===== config.mk =====
export PLATFORM = sky130hd
export DESIGN_NAME = seq_divider
export DESIGN_NICKNAME = d
export VERILOG_FILES = /design/src/rtl/div_pkg.sv /design/src/rtl/div_step.sv /design/src/rtl/seq_divider.sv
export SDC_FILE = /design/constraint.sdc
export NUM_CORES = 1
export LEC_CHECK = 0
export BUFFER_PORTS_ARGS = -buffer_cell sky130_fd_sc_hd__buf_4
export CAP_MARGIN = 20
export CELL_PAD_IN_SITES_DETAIL_PLACEMENT = 1
export CELL_PAD_IN_SITES_GLOBAL_PLACEMENT = 1
export CORE_MARGIN = 2
export CORE_UTILIZATION = 40
export DETAILED_ROUTE_END_ITERATION = 8
export PLACE_DENSITY = 0.8
export SYNTH_ARGS = -nofsm -noshare
export SYNTH_HDL_FRONTEND = slang
export SYNTH_HIERARCHICAL = 1
export SYNTH_SLANG_ARGS = --single-unit

===== constraint.sdc =====
create_clock -name clk -period 2 [get_ports clk]
set_input_delay 0.4 -clock clk [delete_from_list [all_inputs] [get_ports clk]]
set_output_delay 0.4 -clock clk [all_outputs]
set_load 0.02 [all_outputs]

===== src/rtl/div_pkg.sv =====
`default_nettype none
// ============================================================================
// Module      : div_pkg
// Description : Shared constants for the sequential restoring divider.
// Revision    : 1.0  initial release
// ============================================================================
package div_pkg;

    localparam int DEFAULT_WIDTH = 4;

    localparam logic [1:0] ST_IDLE = 2'd0;
    localparam logic [1:0] ST_RUN  = 2'd1;
    localparam logic [1:0] ST_DONE = 2'd2;

    // Counter must hold the value WIDTH itself, hence the +1.
    function automatic int cnt_width(input int width);
        return $clog2(width + 1);
    endfunction

endpackage
`default_nettype wire


===== src/rtl/div_step.sv =====
`default_nettype none
// ============================================================================
// Module      : div_step
// Description : One combinational restoring-division step (shift, compare, subtract).
// Revision    : 1.0  initial release
// ============================================================================
module div_step
    import div_pkg::*;
#(
    parameter int WIDTH = DEFAULT_WIDTH
) (
    input  logic [WIDTH:0]   rem,
    input  logic             dvd_msb,
    input  logic [WIDTH-1:0] divisor,
    output logic [WIDTH:0]   rem_next,
    output logic             q_bit
);

    logic [WIDTH:0] w_shift;
    logic           w_ge;

    assign w_shift = {rem[WIDTH-1:0], dvd_msb};
    // A set top bit would already put the shifted value above any divisor.
    assign w_ge    = rem[WIDTH] | (w_shift >= {1'b0, divisor});

    assign rem_next = w_ge ? (w_shift - {1'b0, divisor}) : w_shift;
    assign q_bit    = w_ge;

endmodule
`default_nettype wire


===== src/rtl/seq_divider.sv =====
`default_nettype none
// ============================================================================
// Module      : seq_divider
// Description : Unsigned restoring divider, one quotient bit per clock, start/done handshake.
// Revision    : 1.0  initial release
// ============================================================================
module seq_divider
    import div_pkg::*;
#(
    parameter int WIDTH = DEFAULT_WIDTH
) (
    input  logic             clk,
    input  logic             rst,
    input  logic             start,
    input  logic [WIDTH-1:0] A,
    input  logic [WIDTH-1:0] B,
    output logic [WIDTH-1:0] Q,
    output logic [WIDTH-1:0] R,
    output logic             busy,
    output logic             done,
    output logic             dbz
);

    localparam int CW = cnt_width(WIDTH);

    logic [1:0]       r_state;
    logic [CW-1:0]    r_cnt;
    logic [WIDTH-1:0] r_dvd;
    logic [WIDTH-1:0] r_dvs;
    logic [WIDTH:0]   r_rem;
    logic [WIDTH-1:0] r_q;
    logic [WIDTH-1:0] r_r;
    logic             r_dbz;

    logic [WIDTH:0]   w_rem_next;
    logic             w_q_bit;

    div_step #(.WIDTH(WIDTH)) u_step (
        .rem      (r_rem),
        .dvd_msb  (r_dvd[WIDTH-1]),
        .divisor  (r_dvs),
        .rem_next (w_rem_next),
        .q_bit    (w_q_bit)
    );

    // Dividend register doubles as the quotient: bits leave at the top as
    // quotient bits enter at the bottom.
    always_ff @(posedge clk or posedge rst) begin
        if (rst) begin
            r_state <= ST_IDLE;
            r_cnt   <= '0;
            r_dvd   <= '0;
            r_dvs   <= '0;
            r_rem   <= '0;
            r_q     <= '0;
            r_r     <= '0;
            r_dbz   <= 1'b0;
        end else begin
            case (r_state)
                ST_IDLE: begin
                    if (start) begin
                        r_dvd <= A;
                        r_dvs <= B;
                        r_rem <= '0;
                        if (B != '0) begin
                            r_state <= ST_RUN;
                            r_cnt   <= CW'(WIDTH);
                        end else begin
                            r_state <= ST_DONE;
                            r_q     <= '1;
                            r_r     <= A;
                            r_dbz   <= 1'b1;
                        end
                    end
                end
                ST_RUN: begin
                    r_rem <= w_rem_next;
                    r_dvd <= {r_dvd[WIDTH-2:0], w_q_bit};
                    r_cnt <= r_cnt - CW'(1);
                    if (r_cnt == CW'(1)) begin
                        r_state <= ST_DONE;
                        r_q     <= {r_dvd[WIDTH-2:0], w_q_bit};
                        r_r     <= w_rem_next[WIDTH-1:0];
                        r_dbz   <= 1'b0;
                    end
                end
                ST_DONE: begin
                    r_state <= ST_IDLE;
                end
                default: begin
                    r_state <= ST_IDLE;
                end
            endcase
        end
    end

    assign Q    = r_q;
    assign R    = r_r;
    assign dbz  = r_dbz;
    assign busy = (r_state == ST_RUN);
    assign done = (r_state == ST_DONE);

endmodule
`default_nettype wire


==> results of run 1 <==
cell type report:
class / count / area, um^2
repair buffers: 41 / 312
clock inverters: 1 / 7.51
multi-input cells: 88 / 852
well taps: 48 / 60.1
fillers: 400 / 1690
flip-flops and latches: 27 / 676
inverters: 13 / 48.8
clock buffers: 3 / 41.3
registers in the layout (all words and copies together) (netlist names):
register and flops:
Q 4, R 4, dbz 1, r_cnt 3
r_dvd 4, r_dvs 4, r_rem 5, r_state 2
critical path, stage by stage (launching register included):
cell and delay [ps]:
dfrtp_1 400, inv_2 70, ha_4 200, nor2b_4 130
o31a_4 300, nor2_8 90, mux2_4 310, mux2_4 260
mux2_2 260
routing by layer:
metal	track usage (%)	up-vias	wire, um
met5	0	-	0
met4	5.36	0	54
met3	2.90	7	91
met2	37.3	17	2090
met1	22.8	597	1550
li1	-	549	-
cell usage in the layout (no fill, tap or decap), types with 2 or more instances in the layout:
cell type and n:
nand2b_1 5, ha_1 2, mux2_2 15, o21ai_0 5, dfrtp_1 27, buf_4 40, clkbuf_8 3, o21ai_1 2
nor2b_1 2, inv_1 9, a21oi_1 2, nand2_1 5, a31oi_1 4, mux2i_2 2, a22o_1 6, ha_4 4
and2_1 4, nor2b_4 2, nor2_1 5, inv_2 4, mux2_4 2
per-stage QoR:
stage	hold slack, ps	setup slack [ps]
after floorplan	450	-170
after global placement	468	-130
after detailed placement	487	-214
after CTS	190	-135
after global routing	219	-202
final	170	-124
worst max path at each step:
stage	start	to	slack [ps]	cells past startpoint
2_1_floorplan	r_dvs[1]	R[2]	-170	8
3_3_place_gp	r_rem[0]	R[2]	-130	7
3_5_place_dp	r_dvs[3]	R[2]	-210	8
4_1_cts	r_dvs[1]	R[2]	-140	8
5_1_grt	r_dvs[3]	R[2]	-200	8
6_report	r_dvs[1]	R[2]	-120	8
power by group through the flow:
stage,sequential (mW),combinational [mW],clock (mW)
floorplan,1.08,1.71,0
global placement,0.991,2.47,0
detailed placement,1.01,2.63,0
CTS,1.02,2.92,0.337
global route,1.06,3.24,0.356
finish,1.02,3.00,0.327
kinds of logic (layout without fill, tap and decap cells):
group / count (synthesis) / in the layout / synth area share, %
compound gates: 29 / 29 / 15.5
xor+xnor: 1 / 1 / 0.568
fa+ha+maj: 7 / 7 / 6.17
buf+inv: 17 / 58 / 5.28
flops: 27 / 27 / 43.8
mux: 19 / 19 / 14.0
simple gates: 32 / 32 / 14.7
what timing repair did:
item / 4_1_cts / 5_1_grt
endpoints found under the hold margin: 0 / 0
gates resized for setup: 11 / 4
pin swaps: 4 / 5
setup buffers: 3 / 2
gates cloned: 0 / 0
setup endpoints to repair: 4 / 8
==> run summary, run 1 <==
syn_area_per_cell = 11.7 um^2
per-cell routed wire length = 17.1 um
Final ANT Viol Nets = 0
max-slew violations = 0
CP Class = flip-flop to flip-flop
min Tclk post-route = 2120 ps
die area = 4370 um^2
first-pass GRT wire length = 6350 um
failing checks = setup timing
area grow syn2layout = 29.5%
Net Switching = 1.75 mW
gpl congestion = 0.815
clock latency on the worst-skew pair = 280 ps
Power, Total = 4.35 mW
via count = 1,170
final hold violation count = 0
HP Class = input pin to asynchronous set/reset pin
WL final = 3790 um
sequential cell area fraction in the yosys report = 43.8%
Area contributors post-synth = dfrtp_1 (44%), mux2_2 (12%), ha_1 (4.9%), a22o_1 (3.4%), inv_1 (3.2%)
# port buffers = 21
placed inst area = 1850 um^2
critical path required time = 2180 ps
top_reg_cell synth = dfrtp_1
row count = 22
RSZ-0062 raised after global routing = true
pin count of the biggest net entering global routing = 28
Detailed Route Iter0 Violations = 24
H-tree depth = 1
CP Data Arrival Time = 2300 ps
VDD IR-drop max = 1070 uV
switching share of power = 40.3%
Residual DRC = 0
Final Worst Setup Slack = -124 ps
Bufs on Longest Clock Path = 2
total CTS buffers = 3
Mapped Cells = 132
Die Wd = 66.1 um
Worst-Margin Slew = 773 ps
Post-CTS Hold Buffers = 0
io pins = 22
Cell variety after synth = 39
final setup vio count = 4
core area = 3690 um^2
initial core utilization = 41.8%
Max Freq = 471 MHz
worst flop-to-flop path endpoint = R[2]
Comb power frac = 69.0%
#FFs+latches synth = 27
placed insts = 213
HPWL after detailed placement = 2870 um
run status = complete, but fails checks
n_diodes = 0
Die Height = 66.1 um
top cells by count, synth = dfrtp_1 (27), mux2_2 (16), inv_1 (13)
Clk network pwr share = 7.5%
setup TNS = -242 ps
vias in the first global route = 1,299
total of warnings raised by yosys = 6
Async S/R FF share, synth = 100%
Worst Skew = 3.33 ps
CTS Root Cell = clkbuf_8
CP max FO = 2
clock sinks = 27
total track usage = 19.7%
Synth area leader = dfrtp_1
flop-to-flop setup slack = -120 ps
fin nets = 192
Synth top area share = 43.8%
CTS tree = built
Slew HR = 48.3%
leak pwr = 0.899 nW
max-capacitance violation count = 0
critical path endpoint category = flip-flop
final period utilization = 106%
internal power = 2.60 mW
share of cells above drive strength 1 = 48.6%
Overflow after GRT = 0
initial antenna violation count = 0
worst reg2reg path depth = 8
total nets after synthesis = 150
Final Cell Area = 2000 um^2
crit start category = flip-flop
PD cells = 2180 nW/um^2
clock transition at the registers of the reported paths = 100 ps
DR pass1 iterations = 4
utilization after layout = 54.1%
top-count cell post-synth = dfrtp_1
EDFF count, synth = 0
Reg-to-Reg Start = r_dvs[1]
Vias/cell = 5.29
final std cells w/o fill = 221
Post-Syn Area = 1540 um^2
Reg power frac = 23.5%
(Power assumes the default switching activity.)
==> run 2, diff against run 1 <==
--- a/config.mk
+++ b/config.mk
@@ -12,7 +12,8 @@
 export CORE_MARGIN = 2
 export CORE_UTILIZATION = 40
 export DETAILED_ROUTE_END_ITERATION = 8
-export PLACE_DENSITY = 0.8
+export GPL_TIMING_DRIVEN = 0
+export PLACE_DENSITY = 0.71
 export SYNTH_ARGS = -nofsm -noshare
 export SYNTH_HDL_FRONTEND = slang
 export SYNTH_HIERARCHICAL = 1
==> run summary, run 2 (synthesis gave the netlist of run 1 again) <==
run status = complete, but fails checks (unchanged)
failing checks = setup timing (unchanged)
Biggest register = r_rem (unchanged)
CTS Root Cell = clkbuf_8 (unchanged)
flop-to-flop setup slack = -180 ps (was -120 ps)
WL final = 3750 um (was 3790 um)
core area = 3690 um^2 (unchanged)
placed inst area = 1760 um^2 (was 1850 um^2)
worst flop-to-flop path endpoint = R[2] (unchanged)
fin nets = 188 (was 192)
Residual DRC = 0 (unchanged)
final setup vio count = 4 (unchanged)
DR pass1 iterations = 4 (unchanged)
share of cells above drive strength 1 = 47.9% (was 48.6%)
max-capacitance violation count = 0 (unchanged)
Detail Route met2 WL = 1980 um (was 2090 um)
area grow syn2layout = 34.3% (was 29.5%)
H-tree depth = 1 (unchanged)
HP Class = input pin to asynchronous set/reset pin (unchanged)
CP Data Arrival Time = 2350 ps (was 2300 ps)
initial antenna violation count = 0 (unchanged)
die area = 4370 um^2 (unchanged)
Die Wd = 66.1 um (unchanged)
WHS = 87.5 ps (was 170 ps)
crit start category = flip-flop (unchanged)
max reg flops = 5 (unchanged)
final period utilization = 109% (was 106%)
vias in the first global route = 1,231 (was 1,299)
row count = 22 (unchanged)
setup TNS = -520 ps (was -242 ps)
clock latency on the worst-skew pair = 280 ps (about the same)
via count = 1,142 (was 1,170)
Reg-to-Reg Start = r_dvs[1] (unchanged)
Detailed Route Iter0 Violations = 21 (was 24)
Final Cell Area = 2070 um^2 (was 2000 um^2)
Die Height = 66.1 um (unchanged)
# port buffers = 21 (unchanged)
pin count of the biggest net entering global routing = 28 (unchanged)
CP max FO = 2 (unchanged)
RSZ-0062 raised after global routing = true (unchanged)
Slew HR = 52.5% (was 48.3%)
min Tclk post-route = 2180 ps (was 2120 ps)
total CTS buffers = 3 (unchanged)
utilization after layout = 56.1% (was 54.1%)
Vias/cell = 5.26 (was 5.29)
Worst Skew = 5.14 ps (was 3.33 ps)
most frequent cells in the layout = buf_4 (29), dfrtp_1 (27), mux2_2 (11), inv_1 (10) (was buf_4 (40), dfrtp_1 (27), mux2_2 (15), inv_1 (9), a22o_1 (6))
clock transition at the registers of the reported paths = 90 ps (was 100 ps)
Final ANT Viol Nets = 0 (unchanged)
per-cell routed wire length = 17.3 um (was 17.1 um)
Max Freq = 458 MHz (was 471 MHz)
Overflow after GRT = 0 (unchanged)
highest routed layer = met4 (unchanged)
total track usage = 19.1% (was 19.7%)
Final Worst Setup Slack = -182 ps (was -124 ps)
CTS tree = built (unchanged)
HPWL after detailed placement = 2570 um (was 2870 um)
clock sinks = 27 (unchanged)
io pins = 22 (unchanged)
gpl congestion = 0.728 (was 0.815)
most common cell after layout, fill and taps aside = buf_4 (unchanged)
Detail Route met3 WL = 70 um (was 91 um)
first-pass GRT wire length = 6240 um (was 6350 um)
Bufs on Longest Clock Path = 2 (unchanged)
M1 WL = 1660 um (was 1550 um)
worst reg2reg path depth = 8 (unchanged)
n_diodes = 0 (unchanged)
critical path endpoint category = flip-flop (unchanged)
initial core utilization = 41.8% (unchanged)
CP Class = flip-flop to flip-flop (unchanged)
Worst-Margin Slew = 710 ps (was 773 ps)
critical path required time = 2170 ps (was 2180 ps)
Post-CTS Hold Buffers = 0 (unchanged)
final hold violation count = 0 (unchanged)
max-slew violations = 0 (unchanged)
==> run 2: cell types whose count changed in the layout (fill, tap and decap cells not counted), moves of 2 or more <==
| cell | before | now |
|---|---|---|
| mux2i_2 | 2 | 0 |
| mux2_4 | 2 | 6 |
| mux2i_4 | 0 | 2 |
| mux2_2 | 15 | 11 |
| buf_4 | 40 | 29 |
| buf_6 | 1 | 5 |
==> run 2: per-layer routing <==
metal / vias up / GRT usage [%]
met5: - / 0
met4: 0 / 4.59
met3: 5 / 2.56
met2: 13 / 32.9
met1: 585 / 25.4
li1: 539 / -
==> run 2: repair_timing <==
| item | CTS | global route |
|---|---|---|
| gates resized for setup | 15 | 15 |
| setup buffers | 8 | 4 |
| pin swaps | 5 | 7 |
| endpoints found under the setup margin | 5 | 11 |
==> run 2: worst max-delay path by stage <==
stage,start,slack [ps],to,depth (start not counted)
2_1_floorplan,r_dvs[1],-170,R[2],8
3_3_place_gp,r_dvs[1],-300,R[2],8
3_5_place_dp,r_dvs[1],-310,R[2],8
4_1_cts,r_dvs[1],-240,R[2],8
5_1_grt,r_dvs[1],-240,R[2],8
6_report,r_dvs[1],-180,R[2],8
==> run 2: area by class of cell <==
type	count	area [um^2]
Multi-Input combinational cell	88	925
Clock buffer	3	41.3
Timing Repair Buffer	33	279
Fill cell	376	1620
Inverter	13	48.8
Clock inverter	1	5.00
Sequential cell	27	676
Tap cell	48	60.1
Buffer	4	35.0
==> run 2: per-stage QoR <==
stage / setup slack [ps] / cells
2_1_floorplan: -170 / 132
3_3_place_gp: -296 / 201
3_5_place_dp: -312 / 201
4_1_cts: -236 / 213
5_1_grt: -241 / 217
6_report: -182 / 217
==> run 2: worst max-delay path: stages (launching register included) <==
cell and delay (ps):
dfrtp_1 410, inv_2 70, ha_4 200, nor2b_4 130, o31a_4 310, nor2_8 100, mux2_4 320, mux2_4 270
mux2_4 270
Power of run 2 is left out: the tool's default activity adds up to more than one toggle a clock period on the data nets, which glitch-free logic cannot reach.
